File: config.mk
export PLATFORM = sky130hd
export DESIGN_NAME = pixel_dispatcher
export DESIGN_NICKNAME = d
export VERILOG_FILES = /design/src/rtl/pixel_dispatcher.sv
export SDC_FILE = /design/constraint.sdc
export NUM_CORES = 1
export LEC_CHECK = 0
export BUFFER_PORTS_ARGS = -buffer_cell sky130_fd_sc_hd__buf_2
export CAP_MARGIN = 20
export CORE_UTILIZATION = 55
export CTS_BUF_LIST = sky130_fd_sc_hd__clkbuf_4 sky130_fd_sc_hd__clkbuf_8
export CTS_CLUSTER_DIAMETER = 100
export DETAILED_ROUTE_END_ITERATION = 8
export GPL_ROUTABILITY_DRIVEN = 1
export PLACE_DENSITY = 0.84
export SKIP_CTS_REPAIR_TIMING = 1
export SLEW_MARGIN = 0
export SYNTH_ARGS = -nofsm -noshare
export SYNTH_HDL_FRONTEND = slang
export SYNTH_SLANG_ARGS = --single-unit
File: constraint.sdc
create_clock -name clk -period 7.26 [get_ports clk]
set_clock_uncertainty 0.15 [all_clocks]
set_input_delay 0.726 -clock clk [delete_from_list [all_inputs] [get_ports clk]]
set_output_delay 0.726 -clock clk [all_outputs]
set_load 0.03 [all_outputs]
File: src/rtl/pixel_dispatcher.sv
// pixel_dispatcher: walks the screen raster and hands one pixel coordinate
// per cycle to an idle mandelbrot engine, round-robin among eligible engines.
// Engines with a full result queue are skipped; frame_done pulses once every
// granted pixel has been reported back.
// Optional feature macro: DISPATCH_STATS_EN adds stall_cycles / grant_count.
module pixel_dispatcher #(
  parameter int NUM_ENGINES = 6,
  parameter int DATA_WIDTH  = 32,
  parameter int SCREEN_W    = 640,
  parameter int SCREEN_H    = 480
) (
  input  logic                   clk,
  input  logic                   reset,
  input  logic                   frame_start,
  input  logic [NUM_ENGINES-1:0] full_queue,
  input  logic [NUM_ENGINES-1:0] eng_done,
  output logic [NUM_ENGINES-1:0] eng_start,
  output logic [DATA_WIDTH-1:0]  eng_x,
  output logic [DATA_WIDTH-1:0]  eng_y,
  output logic                   busy,
  output logic                   frame_done
`ifdef DISPATCH_STATS_EN
  ,
  output logic [31:0]            stall_cycles,
  output logic [31:0]            grant_count
`endif
);

  localparam int PTR_W = (NUM_ENGINES > 1) ? $clog2(NUM_ENGINES) : 1;
  localparam int X_W   = (SCREEN_W > 1) ? $clog2(SCREEN_W) : 1;
  localparam int Y_W   = (SCREEN_H > 1) ? $clog2(SCREEN_H) : 1;
  localparam logic [PTR_W-1:0] LAST_ENG = PTR_W'(NUM_ENGINES - 1);
  localparam logic [X_W-1:0]   X_LAST   = X_W'(SCREEN_W - 1);
  localparam logic [Y_W-1:0]   Y_LAST   = Y_W'(SCREEN_H - 1);

  typedef enum logic [1:0] {IDLE, DISPATCH, DRAIN, DONE} state_t;

  state_t                 r_state;
  state_t                 w_state_next;
  logic [NUM_ENGINES-1:0] r_busy_vec;
  logic [NUM_ENGINES-1:0] w_busy_after_done;
  logic [NUM_ENGINES-1:0] w_eligible;
  logic [NUM_ENGINES-1:0] w_grant_onehot;
  logic                   w_grant_valid;
  logic [PTR_W-1:0]       w_grant_idx;
  logic [PTR_W-1:0]       w_idx_p;
  int                     w_idx;
  logic [PTR_W-1:0]       r_rr_ptr;
  logic [X_W-1:0]         r_x;
  logic [Y_W-1:0]         r_y;
  logic                   w_last_pixel;
  logic [NUM_ENGINES-1:0] r_eng_start;
  logic [DATA_WIDTH-1:0]  r_eng_x;
  logic [DATA_WIDTH-1:0]  r_eng_y;
  logic                   r_busy;
  logic                   r_frame_done;

  // A done pulse frees its engine in time for the grant decided this cycle;
  // done for an engine that is not busy simply has nothing to clear.
  assign w_busy_after_done = r_busy_vec & ~eng_done;
  assign w_eligible        = ~w_busy_after_done & ~full_queue;
  assign w_last_pixel      = (r_x == X_LAST) && (r_y == Y_LAST);

  assign eng_start  = r_eng_start;
  assign eng_x      = r_eng_x;
  assign eng_y      = r_eng_y;
  assign busy       = r_busy;
  assign frame_done = r_frame_done;

  // Round-robin search for the first eligible engine starting at r_rr_ptr.
  always_comb begin
    w_grant_valid  = 1'b0;
    w_grant_idx    = '0;
    w_grant_onehot = '0;
    w_idx          = 0;
    w_idx_p        = '0;
    if (r_state == DISPATCH) begin
      for (int i = 0; i < NUM_ENGINES; i++) begin
        w_idx = int'(r_rr_ptr) + i;
        if (w_idx >= NUM_ENGINES) w_idx = w_idx - NUM_ENGINES;
        w_idx_p = PTR_W'(w_idx);
        if (!w_grant_valid && w_eligible[w_idx_p]) begin
          w_grant_valid           = 1'b1;
          w_grant_idx             = w_idx_p;
          w_grant_onehot[w_idx_p] = 1'b1;
        end
      end
    end
  end

  // Frame sequencing: accept, dispatch every pixel, wait for engines, pulse done.
  always_comb begin
    w_state_next = r_state;
    case (r_state)
      IDLE:     if (frame_start) w_state_next = DISPATCH;
      DISPATCH: if (w_grant_valid && w_last_pixel) w_state_next = DRAIN;
      DRAIN:    if (w_busy_after_done == '0) w_state_next = DONE;
      DONE:     w_state_next = IDLE;
      default:  w_state_next = IDLE;
    endcase
  end

  // State register.
  always_ff @(posedge clk) begin
    if (!reset) r_state <= IDLE;
    else        r_state <= w_state_next;
  end

  // Grant outputs, engine bookkeeping and raster walk; reset drops any outstanding work.
  always_ff @(posedge clk) begin
    if (!reset) begin
      r_eng_start  <= '0;
      r_eng_x      <= '0;
      r_eng_y      <= '0;
      r_busy       <= 1'b0;
      r_frame_done <= 1'b0;
      r_busy_vec   <= '0;
      r_rr_ptr     <= '0;
      r_x          <= '0;
      r_y          <= '0;
    end else begin
      r_eng_start  <= w_grant_onehot;
      r_frame_done <= (r_state == DONE);
      r_busy_vec   <= w_busy_after_done | w_grant_onehot;
      if (r_state == IDLE && frame_start) begin
        r_x    <= '0;
        r_y    <= '0;
        r_busy <= 1'b1;
      end
      if (r_state == DONE) r_busy <= 1'b0;
      if (w_grant_valid) begin
        r_eng_x  <= DATA_WIDTH'(r_x);
        r_eng_y  <= DATA_WIDTH'(r_y);
        r_rr_ptr <= (w_grant_idx == LAST_ENG) ? '0 : w_grant_idx + 1'b1;
        if (!w_last_pixel) begin
          if (r_x == X_LAST) begin
            r_x <= '0;
            r_y <= r_y + 1'b1;
          end else begin
            r_x <= r_x + 1'b1;
          end
        end
      end
    end
  end

`ifdef DISPATCH_STATS_EN
  logic [31:0] r_stall_cycles;
  logic [31:0] r_grant_count;

  assign stall_cycles = r_stall_cycles;
  assign grant_count  = r_grant_count;

  // Per-frame saturating counters of dispatch stalls and grants; they hold after the frame.
  always_ff @(posedge clk) begin
    if (!reset) begin
      r_stall_cycles <= '0;
      r_grant_count  <= '0;
    end else if (r_state == IDLE && frame_start) begin
      r_stall_cycles <= '0;
      r_grant_count  <= '0;
    end else if (r_state == DISPATCH) begin
      if (w_grant_valid) begin
        if (r_grant_count != '1) r_grant_count <= r_grant_count + 1'b1;
      end else begin
        if (r_stall_cycles != '1) r_stall_cycles <= r_stall_cycles + 1'b1;
      end
    end
  end
`endif

endmodule

# Word-level counts from Yosys, hierarchy flattened
# Index checks and enable logic that the tools add are counted.
# totals
inputBits,15
reg_bits,57
# classes
magnitude_cmp,18
muxes,80
reduce_logical,23
bitwise,12
addsub,14
n_eq_ne,9
# op_table
cell,n
$mux W6,12
$mux W3,20
$mux W10,4
$mux W9,4
$or A6 B6 Y6,6
$lt A3 B4 Y1 const B,6
$mux W1,24
$ge A4 B3 Y1 const B,5
$bmux W1 S3,6
$demux W1 S3,6
$ge A3 B1 Y1 const B,6
$not A6 Y6,3
$sub A3 B3 Y3 const B,6
$logic_and A1 B1 Y1,14
$and A6 B6 Y6,2
$add A10 B1 Y10 const B,1
$eq A10 B10 Y1 const B,1
$add A9 B1 Y9 const B,1
$eq A9 B9 Y1 const B,1
$add A3 B2 Y4 const B,2
$add A3 B3 Y4 const B,2
$pmux W2 S4,1
$logic_not A6 Y1,1
$mux W2,3
other kinds (13),19

# Depth between registers and ports, before layout
# Gate-level depths: netlist of the first run.
# logic_depth
ltp_word,31
mapped_depth,15
mapped_depth_nobuf,11

# Worst setup path after synthesis of the first run
# Ideal clock, no wire load.
# synth_path
kind,register -> register
from,register r_rr_ptr[0]
to,register r_y[2]
slack_ns,3.542
stages_incl_launch_ff,16
required_ns,6.974
t_arrival_ns,3.432
path_cell_list,dfxtp_1 -> clkinv_1 -> clkbuf_1 -> ha_1 -> buf_2 -> nand4_1 -> a22oi_2 -> mux2_1 -> nor3b_1 -> nor3_1 -> a41oi_4 -> and3_1 -> buf_4 -> buf_6 -> a21oi_1 -> a211oi_2
# synth_via
elab_chain_cells,28
# synth_lines
element,line_no,rtl
start: declaration,48,logic [PTR_W-1:0] r_rr_ptr;
start signal: assignment,134,r_rr_ptr <= (w_grant_idx == LAST_ENG) ? '0 : w_grant_idx + 1'b1;
branches (longest 25 deep; another with $add A3 B1 Y4),-,
$mux W1 (*),82,if (!w_grant_valid && w_eligible[w_idx_p]) begin
$mux W1 (*),77,if (r_state == DISPATCH) begin
$mux W9 (*),131,if (w_grant_valid) begin
end signal: assignment,138,r_y <= r_y + 1'b1;
end: declaration,50,logic [Y_W-1:0] r_y;
# Mark *: on every way between the ends. The select of a mux whose other input is x is not followed.
# A chain may end at the register's enable or synchronous reset.

# Worst setup path after layout of the first run
# layout_path
from,register r_rr_ptr[1]
to,register r_y[4]
# Same word-level chain as after synthesis.

==> flow_metrics.py, run 1 <==
metrics = {
    "run_status": {
        "status": "completed",
    },
    "logic_synthesis": {
        "synth.avg_cell_area_um2": 7.84,
        "synth_async_sr_flop_share_pct": 0,
        "synth.top_cell.area_share_pct": 27.8,
        "yosys_warnings": 0,
        "synthesis.area_mm2": 0.00411,
        "synth_seq_cells": 57,
        "synth-edff-count": 0,
        "netlist-cell-type-count": 75,
        "syn-instance-count": 524,
        "synthTopCellsByArea": "dfxtp_1 28%, buf_4 9.1%, a21oi_1 6.9%",
        "synth_ff_type": "dfxtp_1",
        "ys_seq_area_share_pct": 27.8,
        "synth_top_area_cell": "dfxtp_1",
    },
    "routing": {
        "drc": 0,
        "dr_wl_met2_mm": 5.07,
        "highest_layer": "met4",
        "firstDrtPassIters": 5,
        "first_iter_violations": 416,
        "postRouteAntennaNets": 0,
        "wl_met1_mm": 4.39,
        "wl_per_cell_um": 16.3,
        "num_vias": 3983,
        "wl_met3_um": 757,
        "via_per_inst": 6.07,
        "routed_wl_mm": 10.7,
    },
    "die": {
        "ioPinCount": 87,
        "die_area_mm2": 0.00782,
        "fp.dieH_um": 88.4,
        "num_rows": 31,
        "core-area_mm2": 0.00725,
        "die_w_um": 88.4,
        "start_util_pct": 56.6,
    },
    "place": {
        "place_hpwl_mm": 7.71,
        "portBuffers": 41,
        "gp_congestion": 0.941,
    },
    "worst_setup_path": {
        "cp-end-kind": "flip-flop",
        "crit_type": "reg -> reg",
        "r2r_slack_ns": 2.47,
        "start_kind": "flip-flop",
        "timing.rr.start": "r_rr_ptr[1]",
        "critPathRequiredTime_ns": 7.37,
        "r2r_cells": 11,
        "r2r-end": "r_y[4]",
        "crit_path_max_fanout": 34,
        "critical_path_arrival_ns": 4.90,
    },
    "flow_run": {
        "cap_violations": 0,
    },
    "timing": {
        "timing.setup.tns_ns": 0,
        "worst-slew-pin-transition_ns": 0.949,
        "setup_viol": 0,
        "period_share_pct": 66.0,
        "drv_slew": 0,
        "maxSlewHeadroom_pct": 36.6,
        "fmax_mhz": 209,
        "hold_viol": 0,
        "rsz0062_at_grt": "false",
        "period_needed_ns": 4.79,
    },
    "worst_hold_path": {
        "worstHoldEndpoint": "eng_x[6]",
        "whs_path_depth": 2,
        "hold_start": "eng_x[6]",
        "hp-class": "reg -> reg",
    },
    "pwr": {
        "ir_worst_vdd_mv": 0.217,
        "powerDensity_mw_per_mm2": 395,
        "leakage_uw": 0.00172,
    },
    "final_layout": {
        "n_antenna_cell": 0,
        "final_cell_mix": "60 x nand2_1, 57 x a21oi_1, 57 x dfxtp_1",
        "fillers": 681,
        "syn2layout_area_growth_pct": 5.91,
        "drive_above_1_share_pct": 15.3,
        "layout_commonest_cell": "nand2_1",
        "final_util_pct": 60.0,
        "fin_nets": 580,
    },
    "global_routing": {
        "grt_pass1_vias": 3581,
        "antenna_found_initial": 0,
        "grt_overflow": 0,
        "grt_max_degree": 48,
        "grt_pass1_wl_mm": 17.0,
        "track_usage_pct": 28.2,
    },
    "clock_network": {
        "clockBufferDepth": 2,
        "cts_buffers": 9,
        "clock-sinks": 57,
        "cts.clk_slew.worst_paths_ns": 0.07,
        "cts_root_buffer": "clkbuf_8",
        "clk_latency_ns": 0.35,
        "cts_tree": "done",
        "h-tree-depth": 3,
    },
}
-- sequential cells by signal, summed over array words and instances, names as in the netlist --
name,cells
r_rr_ptr,3
busy,1
frame_done,1
r_x,10
eng_start,6
r_state,2
eng_y,9
r_busy_vec,6
r_y,9
eng_x,10
-- final cells by class --
cell class	instances	area (um2)	area share (%)
Multi-Input combinational cell	422	2590	59.5
Sequential cell	57	1140	26.2
Timing Repair Buffer	45	235	5.41
Clock buffer	11	145	3.34
Tap cell	99	124	2.85
Inverter	17	63.8	1.47
Clock inverter	5	55.1	1.27
-- synth_stat cells, drive strengths merged (7+ instances only) --
master and number:
a211oi 10, a21oi 57, a31oi 7, and3 12, buf 65, clkbuf 7, dfxtp 57, ha 13
inv 16, nand2 60, nand2b 7, nand3 23, nor2 26, nor2b 9, nor3 19, o211ai 9
o21ai 16
-- where the power goes --
part | internal (uW) | total [uW] | switching (uW)
Combinational | 333 | 1040 | 706
Clock | 170 | 300 | 130
Sequential | 347 | 381 | 34.6
Total | 850 | 1720 | 871
-- stage by stage --
step                area [um2]  setup slack [ns]  instances  hold WS, ns  power [uW]
finish                    4350              2.47        656        0.303        1720
global route              4350              2.14        656        0.319        1830
CTS                       4350              2.57        656        0.306        1690
detailed placement        4150              2.61        640        0.297        1390
global placement          4150              2.85        640        0.289        1390
floorplan                 4270              3.54        568        0.291        1210
-- critical path, stage by stage, from the launching register on --
cell,delay (ns)
dfxtp_1,0.51
inv_1,0.16
ha_1,0.76
nand4_1,0.20
a22oi_2,0.35
mux2_1,0.39
nor3b_1,0.16
nor3_1,0.46
a41oi_4,0.50
a31oi_1,0.66
a21oi_1,0.13
a211oi_2,0.26
-- how the worst max path moves through the flow --
stage / startpoint / endpoint / slack [ns] / cells past startpoint
floorplan: r_rr_ptr[0] / r_y[2] / 3.54 / 15
global placement: r_rr_ptr[2] / r_y[6] / 2.85 / 10
detailed placement: r_rr_ptr[1] / r_y[4] / 2.61 / 11
CTS: r_rr_ptr[1] / r_y[4] / 2.57 / 11
global route: r_rr_ptr[1] / r_y[6] / 2.14 / 11
finish: r_rr_ptr[1] / r_y[4] / 2.47 / 11
-- routing by layer --
layer,vias to the layer above,track usage (%)
met3,50,6.81
met5,-,0
met4,0,14.2
met1,1834,35.1
met2,215,45.5
li1,1884,-
-- logic make-up (layout without fill, tap and decap cells) --
group | count (synthesis) | count (layout) | synth area share, %
and+or+nand+nor | 195 | 195 | 24.7
AOI/OAI and AO/OA | 151 | 151 | 25.9
DFF | 57 | 57 | 27.8
adders and majority gates | 13 | 13 | 3.96
muxes | 8 | 8 | 2.01
buffers and inverters | 89 | 78 | 13.3
other | 1 | 45 | 0.0913
xor gates and xnor gates | 10 | 10 | 2.31
Note: power is estimated with default switching activity, not from simulation.
==> run 2: changes to the inputs <==
Settings changed: CORE_UTILIZATION 55 to 52.
Clock period 7.26 ns to 4.1 ns, I/O delays scaled along.
==> flow_metrics.py, run 2 (synthesis results as in run 1) <==
metrics = {
    "timing": {
        "rsz0062_at_grt": "false",
        "setup_viol": 0,
        "hold_viol": 0,
        "timing.setup.tns_ns": 0,
        "hold_slack_ns": 0.231,
        "worst-slew-pin-transition_ns": 0.659,
        "period_needed_ns": 3.82,
        "maxSlewHeadroom_pct": 55.7,
        "drv_slew": 0,
        "fmax_mhz": 262,
        "fin_ws_ns": 0.277,
        "period_share_pct": 93.2,
    },
    "routing": {
        "first_iter_violations": 210,
        "wl_per_cell_um": 15.8,
        "via_per_inst": 5.83,
        "num_vias": 3938,
        "firstDrtPassIters": 5,
        "drc": 0,
        "postRouteAntennaNets": 0,
        "routed_wl_mm": 10.7,
    },
    "worst_setup_path": {
        "cp-end-kind": "flip-flop",
        "critPathCapture": "r_y[8]",
        "crit_path_max_incr_delay_ns": 0.47,
        "slowest_stage": "or4_4",
        "critPathRequiredTime_ns": 4.13,
        "setup.worst_path.start": "r_rr_ptr[1]",
        "r2r-end": "r_y[8]",
        "timing.rr.start": "r_rr_ptr[1]",
        "start_kind": "flip-flop",
        "path_cells": "inv_1 -> ha_1 -> nor2b_1 -> or4_4 -> a2111oi_4 -> nor2_1 -> and2_2 -> a41oi_4 -> buf_4 -> nand2_1 -> o211ai_1 -> a21oi_1",
        "r2r_cells": 12,
        "crit_path_max_fanout": 20,
        "r2r_slack_ns": 0.28,
        "crit_type": "reg -> reg",
        "critical_path_arrival_ns": 3.85,
    },
    "worst_hold_path": {
        "hold_start": "eng_done[5]",
        "hp-class": "in -> reg",
    },
    "die": {
        "die_area_mm2": 0.00826,
        "start_util_pct": 53.5,
        "ioPinCount": 87,
        "die_w_um": 90.9,
        "fp.dieH_um": 90.9,
        "num_rows": 32,
        "core-area_mm2": 0.00769,
    },
    "pwr": {
        "powerDensity_mw_per_mm2": 704,
        "leakage_uw": 0.00182,
        "ir_worst_vdd_mv": 0.305,
    },
    "global_routing": {
        "antenna_found_initial": 0,
        "grt_pass1_vias": 3700,
        "grt_overflow": 0,
        "track_usage_pct": 26.2,
        "grt_pass1_wl_mm": 17.4,
        "grt_max_degree": 31,
    },
    "final_layout": {
        "drive_above_1_share_pct": 19.2,
        "final_cell_mix": "60 x nand2_1, 57 x a21oi_1, 56 x dfxtp_1",
        "final_cells": 676,
        "layout_commonest_cell": "nand2_1",
        "n_antenna_cell": 0,
        "fin_nets": 598,
        "final_area_mm2": 0.00452,
        "syn2layout_area_growth_pct": 9.90,
    },
    "clock_network": {
        "clk_latency_ns": 0.32,
        "cts.clk_slew.worst_paths_ns": 0.06,
        "clock-sinks": 57,
        "h-tree-depth": 3,
        "cts_tree": "done",
        "clockBufferDepth": 2,
        "cts_root_buffer": "clkbuf_8",
        "cts_buffers": 9,
    },
    "place": {
        "place_ws_ns": 0.0382,
        "place_hpwl_mm": 8.04,
        "gp_congestion": 0.973,
        "portBuffers": 41,
        "dp_cells": 659,
        "placed_cell_area_mm2": 0.00428,
    },
    "flow_run": {
        "cap_violations": 0,
    },
    "run_status": {
        "status": "completed",
    },
}
[run 2: critical path: cells and delay by family (launching register included)]
family / cells / cell delay (ns)
AND/OR/NAND/NOR: 5 / 1.21
AO/OA/AOI/OAI: 4 / 1.06
flip-flops: 1 / 0.42
buffers and inverters: 2 / 0.42
adder cells (fa/ha/maj): 1 / 0.42
[run 2: stage by stage]
step	power, uW	utilization (%)
2_1_floorplan	2140	-
6_report	3180	58.7
3_3_place_gp	2570	55.6
4_1_cts	3110	58.2
5_1_grt	3400	58.7
3_5_place_dp	2580	55.6
[run 2: layer usage]
| metal | vias to the layer above | GRT usage (%) | share of wire [%] |
|---|---|---|---|
| li1 | 1912 | - | - |
| met1 | 1823 | 30.8 | 42 |
| met2 | 169 | 45.0 | 49 |
| met3 | 34 | 4.71 | 6.0 |
| met4 | 0 | 13.9 | 3.6 |
| met5 | - | 0 | 0 |
[run 2: how the worst min path moves through the flow]
stage	end	slack [ns]	depth (start not counted)
2_1_floorplan	r_busy_vec[4]	0.29	2
3_3_place_gp	eng_x[8]	0.29	2
3_5_place_dp	eng_x[3]	0.29	2
4_1_cts	r_busy_vec[0]	0.23	2
5_1_grt	r_busy_vec[5]	0.23	3
6_report	r_busy_vec[5]	0.23	3
[run 2: layout make-up]
cell class,count,area (um2)
Sequential cell,57,1140
Timing Repair Buffer,63,370
Multi-Input combinational cell,422,2610
Fill cell,707,3170
Inverter,17,63.8
Tap cell,102,128
Clock buffer,12,159
Clock inverter,3,40.0
[run 2: power by group]
group	switching (uW)	leakage (uW)	internal [uW]
registers	48.3	0.000461	615
logic	1280	0.00125	713
clock network	204	0.000106	315
